$ cat config.mk
export PLATFORM = sky130hd
export DESIGN_NAME = i2c_bus_conditioner
export DESIGN_NICKNAME = d
export VERILOG_FILES = /design/src/rtl/i2c_pkg.sv /design/src/rtl/i2c_line_filter.sv /design/src/rtl/i2c_bus_conditioner.sv
export SDC_FILE = /design/constraint.sdc
export NUM_CORES = 1
export LEC_CHECK = 0
export ABC_AREA = 1
export BUFFER_PORTS_ARGS = -buffer_cell sky130_fd_sc_hd__buf_4
export CAP_MARGIN = 25
export CORE_UTILIZATION = 37
export DETAILED_ROUTE_END_ITERATION = 6
export PLACE_DENSITY = 0.66
export RECOVER_POWER = 25
export SYNTH_ARGS = -nofsm -noshare
export SYNTH_HDL_FRONTEND = slang
export SYNTH_HIERARCHICAL = 1
export SYNTH_SLANG_ARGS = --single-unit
$ cat constraint.sdc
create_clock -name clk -period 2.3 [get_ports clk]
set_input_delay 0.345 -clock clk [delete_from_list [all_inputs] [get_ports clk]]
set_output_delay 0.345 -clock clk [all_outputs]
set_load 0.02 [all_outputs]
$ cat src/rtl/i2c_pkg.sv
// Shared definitions for the I2C bus front-end: FSM encoding, default
// timing constants and a saturating adder for the glitch counter.
package i2c_pkg;

    typedef enum logic [1:0] {
        IDLE   = 2'd0,
        ACTIVE = 2'd1,
        HUNG   = 2'd2
    } bus_state_e;

    localparam int I2C_SYNC_STAGES = 2;
    localparam int I2C_FILT_LEN    = 3;
    localparam int I2C_TIMEOUT_CYC = 1000;

    // Adds up to two events per cycle; clamps so 254 + 2 lands on 255.
    function automatic logic [7:0] sat_add8(input logic [7:0] a, input logic [1:0] b);
        logic [8:0] sum;
        sum = {1'b0, a} + {7'b0, b};
        return sum[8] ? 8'hFF : sum[7:0];
    endfunction

endpackage

$ cat src/rtl/i2c_line_filter.sv
// One pad line: synchroniser chain followed by a persistence filter that
// only accepts a new level after FILT_LEN consecutive disagreeing samples.
module i2c_line_filter
    import i2c_pkg::*;
#(
    parameter int SYNC_STAGES = I2C_SYNC_STAGES,
    parameter int FILT_LEN    = I2C_FILT_LEN
) (
    input  logic clk,
    input  logic rst,
    input  logic line_in,
    output logic filt,
    output logic filt_next,
    output logic glitch
);

    localparam int CNT_W = (FILT_LEN < 2) ? 1 : $clog2(FILT_LEN + 1);

    logic [SYNC_STAGES-1:0] sync_q, sync_d;
    logic                   filt_q, filt_d;
    logic [CNT_W-1:0]       cnt_q, cnt_d;
    logic                   synced;

    assign synced = sync_q[SYNC_STAGES-1];

    always_comb begin
        sync_d = {sync_q[SYNC_STAGES-2:0], line_in};
        filt_d = filt_q;
        cnt_d  = '0;
        glitch = 1'b0;
        if (synced != filt_q) begin
            // The FILT_LEN-th disagreeing sample commits the new level.
            if (cnt_q == CNT_W'(FILT_LEN - 1)) begin
                filt_d = synced;
            end else begin
                cnt_d = cnt_q + CNT_W'(1);
            end
        end else if (cnt_q != '0) begin
            glitch = 1'b1;
        end
    end

    always_ff @(posedge clk) begin
        if (rst) begin
            sync_q <= '1;
            filt_q <= 1'b1;
            cnt_q  <= '0;
        end else begin
            sync_q <= sync_d;
            filt_q <= filt_d;
            cnt_q  <= cnt_d;
        end
    end

    assign filt      = filt_q;
    assign filt_next = filt_d;

endmodule

$ cat src/rtl/i2c_bus_conditioner.sv
// Conditions raw SDA/SCL for the slave core: filtered levels, edge and
// START/STOP strobes, bus ownership FSM with SCL-low timeout, glitch counter.
module i2c_bus_conditioner
    import i2c_pkg::*;
#(
    parameter int SYNC_STAGES = I2C_SYNC_STAGES,
    parameter int FILT_LEN    = I2C_FILT_LEN,
    parameter int TIMEOUT_CYC = I2C_TIMEOUT_CYC
) (
    input  logic       clk,
    input  logic       rst,
    input  logic       sda_in,
    input  logic       scl_in,
    output logic       sda_f,
    output logic       scl_f,
    output logic       scl_rise,
    output logic       scl_fall,
    output logic       start_det,
    output logic       stop_det,
    output logic       bus_busy,
    output logic       bus_timeout,
    output logic [7:0] glitch_cnt
);

    localparam int TMO_W = $clog2(TIMEOUT_CYC + 1);
    localparam logic [TMO_W-1:0] TMO_MAX = TMO_W'(TIMEOUT_CYC);

    // Index 0 is SDA, index 1 is SCL.
    logic [1:0] line_raw, line_cur, line_nxt, line_glitch;

    assign line_raw = {scl_in, sda_in};

    generate
        for (genvar gi = 0; gi < 2; gi++) begin : g_line
            i2c_line_filter #(
                .SYNC_STAGES (SYNC_STAGES),
                .FILT_LEN    (FILT_LEN)
            ) u_filt (
                .clk       (clk),
                .rst       (rst),
                .line_in   (line_raw[gi]),
                .filt      (line_cur[gi]),
                .filt_next (line_nxt[gi]),
                .glitch    (line_glitch[gi])
            );
        end
    endgenerate

    logic sda_cur, sda_nxt, scl_cur, scl_nxt;
    assign sda_cur = line_cur[0];
    assign sda_nxt = line_nxt[0];
    assign scl_cur = line_cur[1];
    assign scl_nxt = line_nxt[1];

    logic             scl_rise_q, scl_rise_d;
    logic             scl_fall_q, scl_fall_d;
    logic             start_det_q, start_det_d;
    logic             stop_det_q, stop_det_d;
    logic             bus_timeout_q, bus_timeout_d;
    logic [7:0]       glitch_cnt_q, glitch_cnt_d;
    logic [TMO_W-1:0] tmo_cnt_q, tmo_cnt_d;
    bus_state_e       state_q, state_d;

    // Strobes are computed from the filter's next value so they line up
    // with the cycle the new level first shows on sda_f/scl_f.
    always_comb begin
        scl_rise_d   = ~scl_cur & scl_nxt;
        scl_fall_d   = scl_cur & ~scl_nxt;
        start_det_d  = scl_cur & scl_nxt & sda_cur & ~sda_nxt;
        stop_det_d   = scl_cur & scl_nxt & ~sda_cur & sda_nxt;
        glitch_cnt_d = sat_add8(glitch_cnt_q,
                                {1'b0, line_glitch[0]} + {1'b0, line_glitch[1]});
        tmo_cnt_d    = '0;
        if (state_q == ACTIVE && !scl_cur) begin
            tmo_cnt_d = (tmo_cnt_q == TMO_MAX) ? tmo_cnt_q : tmo_cnt_q + TMO_W'(1);
        end
        bus_timeout_d = (state_q == ACTIVE) && (tmo_cnt_d == TMO_MAX);
    end

    always_comb begin
        state_d = state_q;
        case (state_q)
            IDLE: begin
                if (start_det_q) state_d = ACTIVE;
            end
            ACTIVE: begin
                if (start_det_q)        state_d = ACTIVE;
                else if (stop_det_q)    state_d = IDLE;
                else if (bus_timeout_d) state_d = HUNG;
            end
            HUNG: begin
                if (start_det_q)            state_d = ACTIVE;
                else if (sda_cur && scl_cur) state_d = IDLE;
            end
            default: state_d = IDLE;
        endcase
    end

    always_ff @(posedge clk) begin
        if (rst) begin
            scl_rise_q    <= 1'b0;
            scl_fall_q    <= 1'b0;
            start_det_q   <= 1'b0;
            stop_det_q    <= 1'b0;
            bus_timeout_q <= 1'b0;
            glitch_cnt_q  <= '0;
            tmo_cnt_q     <= '0;
            state_q       <= IDLE;
        end else begin
            scl_rise_q    <= scl_rise_d;
            scl_fall_q    <= scl_fall_d;
            start_det_q   <= start_det_d;
            stop_det_q    <= stop_det_d;
            bus_timeout_q <= bus_timeout_d;
            glitch_cnt_q  <= glitch_cnt_d;
            tmo_cnt_q     <= tmo_cnt_d;
            state_q       <= state_d;
        end
    end

    assign sda_f       = sda_cur;
    assign scl_f       = scl_cur;
    assign scl_rise    = scl_rise_q;
    assign scl_fall    = scl_fall_q;
    assign start_det   = start_det_q;
    assign stop_det    = stop_det_q;
    assign bus_timeout = bus_timeout_q;
    assign bus_busy    = (state_q == ACTIVE);
    assign glitch_cnt  = glitch_cnt_q;

endmodule

[After elaboration in Yosys (flattened, before gate mapping)]
Cells that the tools add are included.
Widths: inputs -> output; s select.
Cells by class
  add/subtract/negate cells: 5
  equality and inequality tests: 11
  multiplexer cells: 18
  bitwise gates (word level): 13
  reduce and logical (&&, ||, !) cells: 10
Operators with widths (count)
  $eq 10x10->1 const B: 2
  $mux 10: 2
  $mux 2: 6
  $add 10x1->10 const B: 1
  $add 8x2->9: 1
  $mux 1: 8
  $mux 8: 1
  $and 1x1->1: 7
  $eq 2x2->1 const B: 3
  $not 1->1: 6
  $pmux 2 s3: 1
  $reduce_or 3->1: 2
  $add 2x1->2 const B: 2
  $ne 4x1->1 const B: 1
  $reduce_bool 2->1: 2
  $logic_and 1x1->1: 3
  $ne 3x3->1 const B: 1
  $reduce_and 3->1: 1
  $add 1x1->2: 1
  $eq 2x1->1 const B: 1
  $logic_not 2->1: 1
  $ne 1x1->1: 2
  $ne 2x2->1 const B: 1
  $logic_not 1->1: 1
Storage, ports and cells
  register bits after elaboration: 35
  bits of input ports: 4
  output and inout port bits: 16
  logic and storage cells: 71

[Depth between registers and ports, before layout]
Gate-level depths: netlist of the first run.
  depth in word-level cells: 9
  gate-level depth with buffers: 13
  mapped depth without buffers: 13

[By module]
The synthesis of the first run kept the hierarchy.
By module, submodules not included
  i2c_bus_conditioner: times used 1, cells an instance 178, area each 1265.0 µm², sequential area each 500.5 µm²
  i2c_line_filter: times used 2, cells an instance 25, area each 215.2 µm², sequential area each 100.1 µm²

[Worst setup path before layout of the first run]
OpenSTA, ideal clock, no wires.
  kind: register to register
  from: reg g_line[1].u_filt.filt_q
  to: reg glitch_cnt_q[2] (netlist: glitch_cnt[2])
  arrival: 2.149 ns
  data required time: 2.229 ns
  slack: 0.080 ns
  stages on the path, launching flop included: 13
  path buffers: 0
  cell sequence: dfxtp_1 nand2_1 a21oi_1 inv_1 fa_1 inv_1 ha_1 nand2_1 nor3b_1 nand2_1 nor2_1 inv_1 a21oi_1
Between the ends
  cells in the longest elaborated chain, start to end: 5
Ends and longest elaborated chain
  start: declaration: RTL line i2c_line_filter.sv:20  | logic filt_q, filt_d;
  start signal: assignment: RTL line i2c_line_filter.sv:50  | filt_q <= filt_d;
  $ne 1x1->1: RTL line i2c_line_filter.sv:31  | if (synced != filt_q) begin
  $mux 1: RTL line i2c_line_filter.sv:31
  net line_glitch[1]: RTL line i2c_bus_conditioner.sv:29  | logic [1:0] line_raw, line_cur, line_nxt, line_glitch;
  $add 1x1->2: RTL line i2c_bus_conditioner.sv:72  | {1'b0, line_glitch[0]} + {1'b0, line_glitch[1]});
  $add 8x2->9: RTL line i2c_pkg.sv:18  | sum = {1'b0, a} + {7'b0, b};
  $mux 8: RTL line i2c_pkg.sv:19  | return sum[8] ? 8'hFF : sum[7:0];
  end signal: assignment: RTL line i2c_bus_conditioner.sv:115  | glitch_cnt_q <= glitch_cnt_d;
  end: declaration: RTL line i2c_bus_conditioner.sv:60  | logic [7:0] glitch_cnt_q, glitch_cnt_d;
The timed path passes the listed nets, and every way through them passes these cells.
A chain may end at the register's enable or synchronous reset.

[Worst setup path in the final report of the first run]
  from: reg g_line[0].u_filt.cnt_q[0]
  to: reg glitch_cnt_q[0] (netlist: glitch_cnt[0])
Between the ends
  cells in the longest elaborated chain, start to end: 6
Ends and longest elaborated chain
  start: declaration: RTL line i2c_line_filter.sv:21  | logic [CNT_W-1:0] cnt_q, cnt_d;
  start signal: assignment: RTL line i2c_line_filter.sv:51  | cnt_q <= cnt_d;
  $reduce_bool 2->1: RTL line i2c_line_filter.sv:38  | end else if (cnt_q != '0) begin
  $mux 1: RTL line i2c_line_filter.sv:38
  $mux 1: RTL line i2c_line_filter.sv:31
  net line_glitch[0]: RTL line i2c_bus_conditioner.sv:29
  $add 1x1->2: RTL line i2c_bus_conditioner.sv:72
  $add 8x2->9: RTL line i2c_pkg.sv:18
  $mux 8: RTL line i2c_pkg.sv:19
The timed path passes the listed nets, and every way through them passes these cells.

==> out/metrics.cfg, run 1 <==
[die]
start_util_pct = 38.7
io_pins = 20
die_x_um = 69.7
core-area_um2 = 4380
dieHeight_um = 69.7
rows = 24
die_area_um2 = 4860

[critical_path]
cpMaxStageDelayCell = fa_2
end_kind = register
worstPathRequired_ps = 2520
path_max_fanout = 4
crit_buf_inv = 4
worstPathCellList = inv_1 -> ha_1 -> a21oi_1 -> inv_1 -> fa_2 -> inv_2 -> ha_2 -> nand2_1 -> nor3b_2 -> nand2_2 -> nor2_4 -> inv_2 -> a21oi_1
worstSetupPathType = reg2reg
critPathMaxStageDelay_ps = 360
crit_arrival_ps = 2360
critPathLaunchType = register
path_delay_family = adder cells

[route]
wl_per_cell_um = 10.7
routed_wl_um = 3270
routed-via-count = 1447
vias_per_cell = 4.74
ant_nets = 0
drc = 0
drtIter0Drc = 51
dr.pass1.iters = 4

[pwr]
seqPwrFrac_pct = 58.3
p_leak_nw = 0.842
clockPowerShare_pct = 38.0
cellInternalPower_uw = 830
power.share.combinational_pct = 3.7
ir_drop_uv = 392
powerDensity_nw_per_um2 = 530
switching_share_pct = 21.5
power_switching_uw = 228

[clock_tree]
ctsHtreeMaxLevel = 2
cts_buffers = 5
clk_pin_slew_worst_paths_ps = 60
cts_tree = done
ctsLongestPathBuffers = 2
clk_latency_ps = 290
cts_hold_buf = 0
root_buffer = clkbuf_8
cts_sinks = 35

[place]
hpwl_um = 2420
portBuffers = 19
place_area_um2 = 1910
gp_congestion = 0.801

[layout]
syn2layout_area_growth_pct = 17.6
fin_nets = 266
n_antenna_cell = 0
drive_gt1_share_pct = 22.5
design_area_um2 = 1990

[yosys]
ys_warn_count = 6
syn_inst = 228
synth_top_area_share_pct = 41.3
netlist_top_cells_area = dfxtp_1 41%, nand2_1 8.6%, inv_1 8.4%
synth_area_um2 = 1700
synth.avg_cell_area_um2 = 7.44
synth_cell_types = 27
ys_seq_area_share_pct = 41.3
yosysTopAreaCell = dfxtp_1
yosys_register_bits = 35
syn-num-nets = 240

[timing]
setup_viol = 0
finalCritPeriodShare_pct = 93.0
setup_tns_ps = 0
max_freq_ghz = 0.467
fin_worst_skew_ps = 4.95
final-max-slew-violation-count = 0
finalHoldViolations = 0
min_period_ps = 2140
maxSlewHeadroom_pct = 76.4
worst_pin_slew_ps = 351
rsz0062_at_grt = no

[global_routing]
grt_max_degree = 28
antenna_found_initial = 0
grt_pass1_vias = 1355
grt_use_total_pct = 14.6
grt-ovfl-total = 0
grt_first_pass_wirelength_um = 5550

[run_status]
status = complete, no violations

[worst_hold_path]
min_path_type = in2reg

[run]
drv_cap = 0

==> kinds of logic after synthesis <==
family | synth area share, %
compound gates | 6.20
xor+xnor | 3.10
fa+ha+maj | 6.35
buf+inv | 9.74
flops | 41.3
simple gates | 33.3
==> placed cells by master, fill, tap and decap left out, drive strengths merged <==
cell and instances:
inv 41, a211oi 1, nor2 37, a21oi 10, xnor2 2, nand4 6, buf 19, fa 1
nand2 44, clkbuf 8, nor3b 1, nand3 16, ha 7, xor2 4, clkinv 1, or2 4
nor3 5, dfxtp 35, o21ai 5, nand3b 1, o211ai 3, nor4 2
==> registers in the layout (all words and copies together), names as in the netlist <==
register              count
glitch_cnt                8
scl_rise                  1
scl_fall                  1
g_line.u_filt/cnt_q       4
g_line.u_filt/filt        2
stop_det                  1
g_line.u_filt/sync_q      4
start_det                 1
tmo_cnt_q                10
state_q                   2
bus_timeout               1
==> cells in the mapped netlist, drive strengths merged <==
cell    count
xor2        4
inv        41
a21oi      10
clkbuf      2
fa          1
a211oi      1
nand2      44
nor3b       1
or2         4
ha          7
clkinv      1
nand3b      1
o21ai       5
nor2       37
o211ai      3
nand4       6
xnor2       2
dfxtp      35
nor3        5
nor4        2
nand3      16
==> worst paths after layout <==
check / to / slack (ps) / cells after the start / start
setup / recovery: glitch_cnt[0] / 160 / 13 / g_line[0].u_filt/cnt_q[0]
hold reg to reg: g_line[0].u_filt/sync_q[1] / 410 / 1 / g_line[0].u_filt/sync_q[0]
hold / removal: g_line[0].u_filt/sync_q[0] / 250 / 2 / sda_in
setup reg to reg: glitch_cnt[0] / 160 / 13 / g_line[0].u_filt/cnt_q[0]
==> layer usage <==
metal / GRT usage (%) / vias to the layer above / share of wire [%]
met5: 0 / - / 0
met4: 5.78 / 0 / 0.61
met3: 5.52 / 3 / 4.7
met2: 25.7 / 26 / 51
met1: 15.8 / 658 / 44
li1: - / 760 / -
==> power groups by stage <==
stage	registers [mW]	logic, mW	clock network [mW]
after floorplan	0.632	0.0224	0
after global placement	0.630	0.0385	0
after detailed placement	0.630	0.0398	0
after CTS	0.616	0.0402	0.413
after global routing	0.617	0.0438	0.440
final	0.617	0.0393	0.401
==> cell type report <==
class / count / area [um2]
well taps: 52 / 65.1
flip-flops and latches: 35 / 703
multi-input cells: 149 / 846
repair buffers: 21 / 150
inverters: 42 / 158
fillers: 446 / 2390
clock buffers: 6 / 72.6
==> stage by stage <==
| stage | worst slack, ps | cells | util (%) | hold slack (ps) | total power, mW |
|---|---|---|---|---|---|
| floorplan | 80.0 | 228 | - | 389 | 0.654 |
| global placement | 122 | 299 | 43.6 | 391 | 0.669 |
| detailed placement | 6.19 | 299 | 43.6 | 393 | 0.670 |
| CTS | 44.8 | 305 | 45.4 | 242 | 1.07 |
| global route | 22.4 | 305 | 45.5 | 235 | 1.10 |
| finish | 161 | 305 | 45.5 | 246 | 1.06 |
==> repair_timing <==
action                     CTS  global route
buffers inserted             0             0
gates resized for setup      2             9
pin swaps                    0             3
setup endpoints to repair    4             7
Note: power is estimated with default switching activity, not from simulation.
==> inputs of run 2 (changes only) <==
--- a/config.mk
+++ b/config.mk
@@ -11,7 +11,6 @@
 export CORE_UTILIZATION = 37
 export DETAILED_ROUTE_END_ITERATION = 6
 export PLACE_DENSITY = 0.66
-export RECOVER_POWER = 25
 export SYNTH_ARGS = -nofsm -noshare
 export SYNTH_HDL_FRONTEND = slang
 export SYNTH_HIERARCHICAL = 1
==> run 2 against run 1 <==
  * Non-clock buffer count unchanged
  * Maximum frequency decreased by 0.16%
  * Register-to-register slack about the same
  * Global-route usage unchanged
  * Clock skew is essentially flat
  * Combinational power up 2%
  * First-iteration DRC count is 9.8% lower
  * Critical path depth stayed put
  * Flip-flop and latch count unchanged
==> out/metrics.cfg, run 2 (synthesized netlist as in run 1, its figures left out) <==
[die]
dieHeight_um = 69.7  ; unchanged
start_util_pct = 38.7  ; unchanged
core-area_um2 = 4380  ; unchanged
io_pins = 20  ; unchanged
die_area_um2 = 4860  ; unchanged
rows = 24  ; unchanged
die_x_um = 69.7  ; unchanged

[timing]
setup_viol = 0  ; unchanged
worst_pin_slew_ps = 365  ; +14.2 ps
max_freq_ghz = 0.467  ; -0.16%
rsz0062_at_grt = no
min_period_ps = 2140  ; +3.39 ps
maxSlewHeadroom_pct = 75.4  ; -0.96 points
fin_worst_skew_ps = 4.85  ; -0.101 ps
fin_ws_ps = 158  ; -3.39 ps
finalCritPeriodShare_pct = 93.2  ; +0.15 points
final-max-slew-violation-count = 0  ; unchanged
finalHoldViolations = 0  ; unchanged
setup_tns_ps = 0  ; unchanged
hold_slack_ps = 247  ; +0.464 ps

[layout]
mostFrequentLayoutCell = nand2_1
n_antenna_cell = 0  ; unchanged
regMostFlops = tmo_cnt_q
drive_gt1_share_pct = 24.1  ; +1.6 points
instances_no_fill = 305  ; unchanged
final_cell_mix = 38 x nand2_1, 36 x inv_1, 33 x dfxtp_1
syn2layout_area_growth_pct = 18.5
fin_nets = 266  ; unchanged
design_area_um2 = 2010  ; +0.75%
final_core_util_pct = 45.8  ; +0.34 points
largest_reg_flops = 10  ; unchanged
nFillCells = 443  ; -0.67%

[critical_path]
crit_arrival_ps = 2360  ; about the same
end_kind = register
worstSetupPathType = reg2reg
path_max_fanout = 4  ; unchanged
worstPathRequired_ps = 2520  ; about the same
critPathLaunchType = register

[pwr]
power_switching_uw = 228  ; +0.13%
cellInternalPower_uw = 830  ; about the same
switching_share_pct = 21.5  ; about the same
powerDensity_nw_per_um2 = 527  ; -0.68%
clockPowerShare_pct = 37.9  ; about the same
ir_drop_uv = 391  ; -0.35%
seqPwrFrac_pct = 58.3  ; about the same
p_leak_nw = 0.852  ; +1.1%
power.share.combinational_pct = 3.8  ; about the same
power.total_mw = 1.06  ; about the same

[route]
dr.pass1.iters = 4  ; unchanged
vias_per_cell = 4.77  ; +0.48%
routed_wl_um = 3250  ; -0.49%
drtIter0Drc = 46  ; -9.8%
drc = 0  ; unchanged
ant_nets = 0  ; unchanged
wl_per_cell_um = 10.7  ; -0.49%
routed-via-count = 1454  ; +0.48%

[global_routing]
grt-ovfl-total = 0  ; unchanged
grt_use_total_pct = 14.6  ; unchanged
antenna_found_initial = 0  ; unchanged
grt_first_pass_wirelength_um = 5550  ; unchanged
grt_max_degree = 28  ; unchanged
grt_pass1_vias = 1355  ; unchanged

[place]
dp_slack_ps = 6.19  ; unchanged
hpwl_um = 2420  ; unchanged
portBuffers = 19  ; unchanged
gp_congestion = 0.801  ; unchanged
place_area_um2 = 1910  ; unchanged
placed_cells_incl_taps = 299  ; unchanged

[clock_tree]
cts_tree = done
cts_sinks = 35  ; unchanged
clk_pin_slew_worst_paths_ps = 60  ; about the same
clk_latency_ps = 280  ; about the same
cts_hold_buf = 0  ; unchanged
root_buffer = clkbuf_8
ctsHtreeMaxLevel = 2  ; unchanged
cts_buffers = 5  ; unchanged
ctsLongestPathBuffers = 2  ; unchanged

[run]
drv_cap = 0  ; unchanged

[worst_hold_path]
min_path_type = in2reg

[run_status]
status = complete, no violations

## run 2: cell count changes in the layout (fill, tap and decap cells not counted)
cell      before  now
buf_4         19   21
clkbuf_1       3    1
nand3_1       14   13
nand3_2        2    3
nor2_1        28   27
nor2_2         6    7
## run 2: timing repair
item	CTS	global route
setup buffers	0	0
setup endpoints to repair	4	7
pin swaps	0	3
resized for setup	2	9
## run 2: power by group through the flow
| stage | Sequential, mW | Clock, mW | Combinational [mW] |
|---|---|---|---|
| final | 0.617 | 0.401 | 0.0402 |
| after global routing | 0.617 | 0.440 | 0.0448 |
| after CTS | 0.616 | 0.413 | 0.0402 |
| after detailed placement | 0.630 | 0 | 0.0398 |
| after global placement | 0.630 | 0 | 0.0385 |
| after floorplan | 0.632 | 0 | 0.0224 |
## run 2: final cells by class
cell class                 instances  area (um2)  share of cell area [%]
tap                               52        65.1                    3.24
inverter                          42         158                    7.85
timing repair buffer              21         158                    7.85
multi-input combinational        149         853                    42.5
sequential                        35         703                    35.0
clock buffer                       6        72.6                    3.61
## run 2: worst max-delay path, stage by stage (launching register included)
cell and delay [ps]:
dfxtp_1 320, inv_1 60, ha_1 180, a21oi_1 120, inv_1 80, fa_2 360
inv_2 70, ha_2 180, nand2_1 70, nor3b_2 210, nand2_2 110, nor2_4 140
inv_2 70, a21oi_1 110
## run 2: final timing paths
path                                                 start                          to  slack (ps)  depth (start not counted)
worst min register to register  g_line[0].u_filt/sync_q[0]  g_line[0].u_filt/sync_q[1]         410                          1
worst min-delay path                                sda_in  g_line[0].u_filt/sync_q[0]         250                          2
worst max-delay path             g_line[0].u_filt/cnt_q[0]               glitch_cnt[0]         160                         13
worst max register to register   g_line[0].u_filt/cnt_q[0]               glitch_cnt[0]         160                         13
## run 2: per-layer routing
metal | share of wire [%] | global-route usage (%) | vias up
li1 | - | - | 760
met5 | 0 | 0 | -
met2 | 51 | 25.7 | 31
met4 | 0.86 | 5.78 | 0
met3 | 4.8 | 5.52 | 4
met1 | 44 | 15.8 | 659
==> inputs of run 3 (changes only) <==
--- a/config.mk
+++ b/config.mk
@@ -8,9 +8,10 @@
 export ABC_AREA = 1
 export BUFFER_PORTS_ARGS = -buffer_cell sky130_fd_sc_hd__buf_4
 export CAP_MARGIN = 25
-export CORE_UTILIZATION = 37
+export CORE_UTILIZATION = 57
 export DETAILED_ROUTE_END_ITERATION = 6
-export PLACE_DENSITY = 0.66
+export HOLD_SLACK_MARGIN = 0.02
+export PLACE_DENSITY = 0.89
 export SYNTH_ARGS = -nofsm -noshare
 export SYNTH_HDL_FRONTEND = slang
 export SYNTH_HIERARCHICAL = 1
==> run 3 against run 2 <==
  * Final area shrank 1.1%
  * Clock-buffer cell count unchanged
  * Core utilization grew 26 points
  * Clock power increased by 4%
  * Power up 1.7%
  * Sequential share of layout area is 0.50 points higher
  * Critical path depth did not move
  * Via count up 1.7%
  * Flip-flop and latch count did not move
  * Global-route usage is 8.9 points higher
  * Cell count down 6.2%
  * Hold slack got worse by 60 ps
  * Critical path type unchanged
  * Critical endpoint unchanged
  * Largest cell class unchanged
==> out/metrics.cfg, run 3 (synthesized netlist as in run 1, its figures left out) <==
[run_status]
status = complete, no violations

[critical_path]
critPathLaunchType = register
worstPathRequired_ps = 2570  ; +50 ps
reg2regPathDepth = 13  ; unchanged
worstSetupPathType = reg2reg
crit_arrival_ps = 2470  ; +110 ps
end_kind = register
path_max_fanout = 4  ; unchanged

[worst_hold_path]
min_path_type = in2reg
whs_path_depth = 2  ; unchanged

[place]
portBuffers = 19  ; unchanged
dp_slack_ps = -81.0  ; -87.2 ps
placed_cells_incl_taps = 278  ; -7.0%
hpwl_um = 2450  ; +1.2%
gp_congestion = 0.826  ; +3.1%

[layout]
mostFrequentLayoutCell = nand2_1
nFillCells = 219  ; -51%
final_cell_mix = 39 x nand2_1, 36 x inv_1, 31 x dfxtp_1
largest_reg_flops = 10  ; unchanged
n_antenna_cell = 0  ; unchanged
drive_gt1_share_pct = 25.5  ; +1.4 points
syn2layout_area_growth_pct = 17.3
seq_area_um2 = 706  ; +0.36%
multi_input_area_um2 = 850  ; -0.44%
regMostFlops = tmo_cnt_q
instances_no_fill = 286  ; -6.2%
fin_nets = 267  ; +0.38%

[timing]
finalCritPeriodShare_pct = 95.6  ; +2.4 points
fin_worst_skew_ps = 10.4  ; +5.59 ps
setup_tns_ps = 0  ; unchanged
max_freq_ghz = 0.455  ; -2.5%
setup_viol = 0  ; unchanged
rsz0062_at_grt = yes
final-max-slew-violation-count = 0  ; unchanged
maxSlewHeadroom_pct = 79.8  ; +4.4 points
hold_slack_ps = 186  ; -60.5 ps
worst_pin_slew_ps = 300  ; -65.3 ps
finalHoldViolations = 0  ; unchanged
fin_ws_ps = 102  ; -55.7 ps
min_period_ps = 2200  ; +55.7 ps

[global_routing]
grt_use_total_pct = 23.6  ; +8.9 points
grt-ovfl-total = 0  ; unchanged
grt_max_degree = 28  ; unchanged
grt_pass1_vias = 1361  ; +0.44%
grt_first_pass_wirelength_um = 5750  ; +3.7%
antenna_found_initial = 0  ; unchanged

[die]
rows = 19  ; -21%
io_pins = 20  ; unchanged
core-area_um2 = 2780  ; -37%
dieHeight_um = 56.5  ; -19%
start_util_pct = 61.0  ; +22 points
die_area_um2 = 3200  ; -34%
die_x_um = 56.5  ; -19%

[clock_tree]
ctsLongestPathBuffers = 2  ; unchanged
clk_latency_ps = 330  ; +50 ps
clk_pin_slew_worst_paths_ps = 100  ; +40 ps
cts_tree = done
ctsHtreeMaxLevel = 2  ; unchanged
cts_sinks = 35  ; unchanged
cts_buffers = 5  ; unchanged
root_buffer = clkbuf_4

[route]
ant_nets = 0  ; unchanged
routed_wl_um = 3260  ; +0.37%
vias_per_cell = 5.17  ; +8.4%
routed-via-count = 1478  ; +1.7%
dr.pass1.iters = 4  ; unchanged
wl_per_cell_um = 11.4  ; +7.0%
drtIter0Drc = 54  ; +17%
drc = 0  ; unchanged

[pwr]
cellInternalPower_uw = 853  ; +2.7%
p_leak_nw = 0.859  ; +0.81%
power.total_mw = 1.08  ; +1.7%
seqPwrFrac_pct = 57.3  ; -1.0 points
ir_drop_uv = 588  ; +50%
switching_share_pct = 20.8  ; -0.75 points
power_switching_uw = 224  ; -1.8%
clockPowerShare_pct = 38.9  ; +1.0 points
power.share.combinational_pct = 3.8  ; about the same
powerDensity_nw_per_um2 = 541  ; +2.8%

[run]
drv_cap = 0  ; unchanged

run 3: changes by cell type in the layout (fill, tap and decap cells not counted), sizes merged:
cell	before	now
bufinv	0	1
buf	21	22
run 3: worst paths after layout:
kind | start | to | slack [ps]
max | g_line[0].u_filt/cnt_q[0] | glitch_cnt[0] | 100
min | sda_in | g_line[0].u_filt/sync_q[0] | 190
max reg2reg | g_line[0].u_filt/cnt_q[0] | glitch_cnt[0] | 100
min reg2reg | g_line[0].u_filt/cnt_q[0] | g_line[0].u_filt/cnt_q[0] | 410
run 3: area by class of cell:
class | count | area share (%)
clock buffer | 6 | 2.08
clock inverter | 1 | 1.51
inverter | 42 | 7.93
multi-input combinational | 149 | 42.7
sequential | 35 | 35.5
tap | 31 | 1.95
timing repair buffer | 22 | 8.31
run 3: timing repair:
item | in CTS | in global routing
hold buffers | 0 | 0
resized for setup | 2 | 10
buffers inserted | 0 | 1
endpoints found under the setup margin | 4 | 8
endpoints found under the hold margin | 0 | 0
pin swaps | 0 | 2
run 3: per-stage QoR:
step | cell area [um2] | utilization [%]
2_1_floorplan | 1700 | -
3_3_place_gp | 1880 | 67.7
3_5_place_dp | 1880 | 67.7
4_1_cts | 1960 | 70.6
5_1_grt | 1990 | 71.5
6_report | 1990 | 71.5
run 3: power by group through the flow:
| stage | Combinational [mW] | Clock [mW] | Sequential [mW] |
|---|---|---|---|
| after CTS | 0.0398 | 0.424 | 0.616 |
| after global placement | 0.0379 | 0 | 0.630 |
| after global routing | 0.0463 | 0.455 | 0.617 |
| after floorplan | 0.0224 | 0 | 0.632 |
| final | 0.0408 | 0.419 | 0.616 |
| after detailed placement | 0.0397 | 0 | 0.630 |
run 3: worst max-delay path, stage by stage, from the launching register on:
cell	delay, ps
dfxtp_2	340
inv_1	50
ha_1	200
a21oi_2	110
inv_1	70
fa_2	350
inv_2	60
ha_2	170
nand2_1	80
nor3b_2	210
nand2_1	110
nor2_2	170
inv_2	80
a21oi_1	120
run 3: metal layers:
metal | GRT usage, % | routed length (um) | up-vias
met4 | 9.41 | 49 | 0
met1 | 26.8 | 1410 | 673
li1 | - | - | 769
met3 | 6.91 | 152 | 5
met5 | 0 | 0 | -
met2 | 41.0 | 1650 | 31
